### src/rtl/hazard_pkg.sv
// rtl/hazard_pkg.sv - shared types for the pipeline hazard controller
package hazard_pkg;

    // Encoding matches the operand mux3x1 input order in the execute stage.
    typedef enum logic [1:0] {
        FWD_RF = 2'b00,
        FWD_M  = 2'b01,
        FWD_W  = 2'b10
    } fwd_sel_e;

    typedef enum logic [0:0] {
        IDLE = 1'b0,
        BUSY = 1'b1
    } mc_state_e;

endpackage

### src/rtl/hazard_sat_cnt.sv
// rtl/hazard_sat_cnt.sv - saturating event counter with synchronous clear
module hazard_sat_cnt #(
    parameter int W = 16
) (
    input  logic         clk,
    input  logic         rst_n,
    input  logic         clr,
    input  logic         inc,
    output logic [W-1:0] cnt
);

    logic [W-1:0] cnt_q;
    logic [W-1:0] cnt_d;

    // Clear has priority; increment holds at all-ones instead of wrapping.
    always_comb begin
        cnt_d = cnt_q;
        if (clr) begin
            cnt_d = '0;
        end else if (inc && (cnt_q != {W{1'b1}})) begin
            cnt_d = cnt_q + W'(1);
        end
    end

    // Counter register.
    always_ff @(posedge clk or negedge rst_n) begin
        if (!rst_n) begin
            cnt_q <= '0;
        end else begin
            cnt_q <= cnt_d;
        end
    end

    assign cnt = cnt_q;

endmodule

### src/rtl/hazard_ctrl_mc.sv
// rtl/hazard_ctrl_mc.sv - forwarding, stall/flush and multi-cycle execute hazard control
import hazard_pkg::*;

module hazard_ctrl_mc #(
    parameter int NREGS      = 32,
    parameter int NSRC       = 2,
    parameter int MC_TIMEOUT = 64,
    parameter int CNT_W      = 16,
    localparam int REG_W     = $clog2(NREGS)
) (
    input  logic                    clk,
    input  logic                    rst_n,
    input  logic [NSRC*REG_W-1:0]   rsD,
    input  logic [NSRC*REG_W-1:0]   rsE,
    input  logic [REG_W-1:0]        rdE,
    input  logic [REG_W-1:0]        rdM,
    input  logic [REG_W-1:0]        rdW,
    input  logic                    RegWriteM,
    input  logic                    RegWriteW,
    input  logic                    is_loadE,
    input  logic                    PCSrcE,
    input  logic                    mc_validE,
    input  logic                    mc_done,
    input  logic                    cnt_clr,
    output logic [NSRC*2-1:0]       ForwardE,
    output logic                    StallF,
    output logic                    StallD,
    output logic                    StallE,
    output logic                    FlushD,
    output logic                    FlushE,
    output logic                    FlushM,
    output logic                    mc_start,
    output logic                    mc_timeout,
    output logic [CNT_W-1:0]        stall_cnt,
    output logic [CNT_W-1:0]        flush_cnt
);

    localparam int WD_W = $clog2(MC_TIMEOUT);
    localparam logic [WD_W-1:0] WD_LAST = WD_W'(MC_TIMEOUT - 1);

    mc_state_e        state_q, state_d;
    logic [WD_W-1:0]  wd_cnt_q, wd_cnt_d;
    logic             mc_timeout_q, mc_timeout_d;

    logic             lw_hit;
    logic             lw_stall;
    logic             busy;

    // Per-operand forward selection.
    for (genvar i = 0; i < NSRC; i++) begin : g_fwd
        logic [REG_W-1:0] rs;
        fwd_sel_e         sel;

        assign rs = rsE[i*REG_W +: REG_W];

        // The younger producer in M beats W; reads of x0 are never forwarded.
        always_comb begin
            sel = FWD_RF;
            if (rs != '0) begin
                if (RegWriteM && (rdM == rs)) begin
                    sel = FWD_M;
                end else if (RegWriteW && (rdW == rs)) begin
                    sel = FWD_W;
                end
            end
        end

        assign ForwardE[i*2 +: 2] = sel;
    end

    // Any decode source matching the load destination in execute.
    always_comb begin
        lw_hit = 1'b0;
        for (int i = 0; i < NSRC; i++) begin
            if (rsD[i*REG_W +: REG_W] == rdE) begin
                lw_hit = 1'b1;
            end
        end
    end

    assign lw_stall = is_loadE & (rdE != '0) & lw_hit;

    // A zero-latency op (done in its first E cycle) never enters BUSY nor freezes the pipe.
    assign busy = ((state_q == BUSY) & ~mc_done) |
                  ((state_q == IDLE) & mc_validE & ~mc_done);

    // Multi-cycle handshake FSM with watchdog; launch pulse is issued on the IDLE->BUSY edge.
    always_comb begin
        state_d      = state_q;
        wd_cnt_d     = wd_cnt_q;
        mc_timeout_d = mc_timeout_q;
        mc_start     = 1'b0;
        case (state_q)
            IDLE: begin
                if (mc_validE && !mc_done) begin
                    state_d  = BUSY;
                    wd_cnt_d = '0;
                    mc_start = 1'b1;
                end
            end
            BUSY: begin
                wd_cnt_d = wd_cnt_q + WD_W'(1);
                if (mc_done) begin
                    state_d = IDLE;
                end else if (wd_cnt_q == WD_LAST) begin
                    state_d      = IDLE;
                    mc_timeout_d = 1'b1;
                end
            end
            default: begin
                state_d = IDLE;
            end
        endcase
    end

    // FSM, watchdog and sticky timeout registers.
    always_ff @(posedge clk or negedge rst_n) begin
        if (!rst_n) begin
            state_q      <= IDLE;
            wd_cnt_q     <= '0;
            mc_timeout_q <= 1'b0;
        end else begin
            state_q      <= state_d;
            wd_cnt_q     <= wd_cnt_d;
            mc_timeout_q <= mc_timeout_d;
        end
    end

    assign mc_timeout = mc_timeout_q;

    // A frozen execute stage must not be flushed underneath the multi-cycle op.
    assign StallF = lw_stall | busy;
    assign StallD = lw_stall | busy;
    assign StallE = busy;
    assign FlushM = busy;
    assign FlushE = (lw_stall | PCSrcE) & ~busy;
    assign FlushD = PCSrcE & ~busy;

    hazard_sat_cnt #(
        .W (CNT_W)
    ) u_stall_cnt (
        .clk   (clk),
        .rst_n (rst_n),
        .clr   (cnt_clr),
        .inc   (StallD),
        .cnt   (stall_cnt)
    );

    hazard_sat_cnt #(
        .W (CNT_W)
    ) u_flush_cnt (
        .clk   (clk),
        .rst_n (rst_n),
        .clr   (cnt_clr),
        .inc   (FlushE),
        .cnt   (flush_cnt)
    );

endmodule

### config.mk
export PLATFORM = sky130hd
export DESIGN_NAME = hazard_ctrl_mc
export DESIGN_NICKNAME = d
export VERILOG_FILES = /design/src/rtl/hazard_pkg.sv /design/src/rtl/hazard_sat_cnt.sv /design/src/rtl/hazard_ctrl_mc.sv
export SDC_FILE = /design/constraint.sdc
export NUM_CORES = 1
export LEC_CHECK = 0
export CAP_MARGIN = 40
export CORE_ASPECT_RATIO = 1.25
export CORE_MARGIN = 4
export CORE_UTILIZATION = 50
export CTS_CLUSTER_SIZE = 8
export DETAILED_ROUTE_END_ITERATION = 10
export PLACE_DENSITY = 0.89
export SYNTH_ARGS = -nofsm -noshare
export SYNTH_HDL_FRONTEND = slang
export SYNTH_SLANG_ARGS = --single-unit
### constraint.sdc
create_clock -name clk -period 6.5 [get_ports clk]
set_input_delay 0.975 -clock clk [delete_from_list [all_inputs] [get_ports clk]]
set_output_delay 0.975 -clock clk [all_outputs]
set_load 0.02 [all_outputs]
==> impl_metrics.toml <==
[synth]
avgSynthCellArea_sq_um = 8.90
async_reset_ff_share_pct = 100
synthAdderAreaFrac_pct = 1.41
syn-num-nets = 346
yosysUniqueCellTypes = 46
synth-seq-cells = 40
syn-cell-area_sq_um = 2660
synth_mux_area_share_pct = 1.69
synth_xor_area_share_pct = 9.88
synth_edf_count = 0
synth_ff_type = "dfrtp_1"
yosys_warnings = 0
synth_top_family_by_area = "simple AND/OR/NAND/NOR gates"
yosysSeqAreaShare_pct = 37.6
synth_compound_area_share_pct = 17.5
syn-instance-count = 299
yosys.area_share.simple_pct = 26.2

[grt]
grt_pass1_wl_mm = 11.8
grt_pass1_vias = 2665
global_route.usage.total_pct = 22.7
overflow = 0
antenna_found_initial = 0
grt_start_max_net_pins = 37

[cells_and_area]
fin_cells = 443
layout.nets = 427
syn_to_final_growth_pct = 37.6
diodes = 0
drive_above_1_share_pct = 5.77

[sta]
clock.fmax_mhz = 233
setup_viol = 0
period_needed_ns = 4.29
max-slew-margin-rel_pct = 65.7
fin_crit_sh_pct = 66.1
finalSetupTns_ns = 0
hold_viol = 0
slew_viol_final = 0
fin_skew_ns = 0.00696
rsz0062_at_grt = "false"
worst_pin_slew_ns = 0.513

[clock_network]
cts.path.max_buffers = 2
cts-root-buf = "clkbuf_8"
post-cts-setup-buffers = 0
clk_pin_slew_ns = 0.07
numCtsBuffers = 5
insertion_delay_ns = 0.29
cts-htree-levels = 2
cts_tree = "built"
hold_buffers = 0
cts_resized = 0
clock-sinks = 40

[detailed_routing]
drc_errors = 0
vias_per_cell = 6.03
num_vias = 2670
postRouteAntennaNets = 0
drtPass1Iterations = 4
wl_per_cell_microns = 16.3
drt_iter0_drc = 217
routed_wl_mm = 7.21

[pwr]
ir_drop_mv = 0.186
p_leak_nw = 1.36
power_density_nw_per_um2 = 172

[min_path]
hp-class = "reg -> reg"
min_delay_path_depth = 2

[run_status]
status = "completed"

[worst_setup_path]
critPathMaxFanout = 30
reg2regPathDepth = 7
cp_cell_sequence = "clkdlybuf4s50_1 -> or4_1 -> o21ai_2 -> inv_2 -> a21oi_2 -> buf_4 -> inv_1 -> clkdlybuf4s50_1"
endpoint_kind = "primary output"
crit_type = "in -> out"
crit_path_top_delay_cell = "or4_1"
cp-start-kind = "primary input"
required_ns = 5.52
crit_top_cell = "clkdlybuf4s50_1"
max_stage_delay_ns = 0.56
cp.arrival_ns = 3.32

[job]
cap_violations = 0

[die]
die_x_microns = 73.2
dieArea_sq_um = 6560
coreArea_sq_um = 5120
start_util_pct = 52.0
pin_count = 88
fp.dieH_microns = 89.6
rows = 29

[placed_design]
gp_congestion = 0.843
dp.cells = 435
io_buffers = 87
dpl.hpwl_mm = 5.31
[critical path, delay by kind of cell]
family | cells | cell delay [ns]
buffers and inverters | 5 | 1.45
AOI/OAI and AO/OA | 2 | 0.33
and+or+nand+nor | 1 | 0.56
[cell usage after synthesis (all sizes together) (3+ instances only)]
| cell type | instances | area (sq um) |
|---|---|---|
| xnor2 | 18 | 158 |
| and3 | 6 | 37.5 |
| buf | 9 | 77.6 |
| o21ai | 13 | 68.8 |
| o31ai | 21 | 158 |
| or4 | 22 | 165 |
| nand2 | 23 | 88.8 |
| nand4 | 10 | 62.6 |
| or3 | 7 | 43.8 |
| ha | 3 | 37.5 |
| clkbuf | 7 | 26.3 |
| a21oi | 28 | 144 |
| nand2b | 5 | 31.3 |
| and4 | 6 | 52.6 |
| xor2 | 12 | 105 |
| inv | 12 | 45.0 |
| nor4 | 5 | 37.5 |
| dfrtp | 40 | 1000 |
| nor2 | 12 | 45.0 |
| nand3 | 18 | 90.1 |
| mux2i | 3 | 30.0 |
[per-layer routing]
metal | share of wire, % | GRT usage, %
met2 | 54 | 41.0
met5 | 0 | 0
met4 | 2.1 | 8.05
met1 | 39 | 26.4
met3 | 4.5 | 4.50
[metrics by stage]
stage	area, sq um	hold slack (ns)	setup slack, ns	util (%)	power [mW]
after global routing	3660	0.481	2.12	71.6	0.660
after floorplan	2660	0.455	3.09	-	0.349
after global placement	3510	0.449	2.28	68.7	0.402
after CTS	3660	0.472	2.22	71.6	0.630
final	3660	0.471	2.21	71.6	0.630
after detailed placement	3530	0.453	2.24	69.1	0.408
[cells by family (layout without fill, tap and decap cells)]
family,count (synthesis),count (layout)
mux,4,4
flops,40,40
xor+xnor,30,30
fa+ha+maj,3,3
simple gates,121,121
buf+inv,28,110
compound gates,73,73
[power breakdown]
part | internal [mW] | switching (mW)
Clock | 0.136 | 0.0899
Sequential | 0.261 | 0.0152
Combinational | 0.0637 | 0.0640
[flip-flops by register name, indices dropped and copies added, names as in the netlist]
register         cells
u_flush_cnt.cnt     16
state_q              1
wd_cnt_q             6
u_stall_cnt.cnt     16
mc_timeout           1
[worst paths after layout]
check | startpoint | to | slack (ns)
worst max-delay path | rdE[0] | StallD | 2.21
worst min-delay path | mc_timeout | mc_timeout | 0.47
worst max register to register | u_flush_cnt.cnt[0] | u_flush_cnt.cnt[11] | 3.98
worst min register to register | mc_timeout | mc_timeout | 0.47
max in group asynchronous | rst_n | u_flush_cnt.cnt[7] | 5.60
min in group asynchronous | rst_n | u_stall_cnt.cnt[6] | 0.48
[cell usage in the layout (no fill, tap or decap), types with 2 or more instances in the layout]
cell type,netlist,final
nor4_1,4,4
nand2b_1,5,5
clkbuf_8,0,7
nand2_1,22,22
a21oi_1,27,27
o21ai_1,5,5
nor2_1,12,12
and2_1,2,2
o21ai_0,7,7
dfrtp_1,40,40
mux2i_1,3,3
or4_1,22,22
xor2_1,12,12
xnor2_1,18,18
buf_4,3,2
and4_1,6,6
a211oi_1,2,2
and3_1,6,6
ha_1,3,3
or3_1,7,7
inv_1,11,11
nand3_1,18,18
nand4_1,10,10
clkdlybuf4s50_1,0,86
o31ai_1,21,21
[area by class of cell]
cell class	count	area, sq um
fill	378	1460
inverter	12	45.0
sequential	40	1000
tap	62	77.6
clock inverter	1	30.0
multi-input combinational	231	1510
timing repair buffer	90	901
clock buffer	7	96.3
Note: power is estimated with default switching activity, not from simulation.
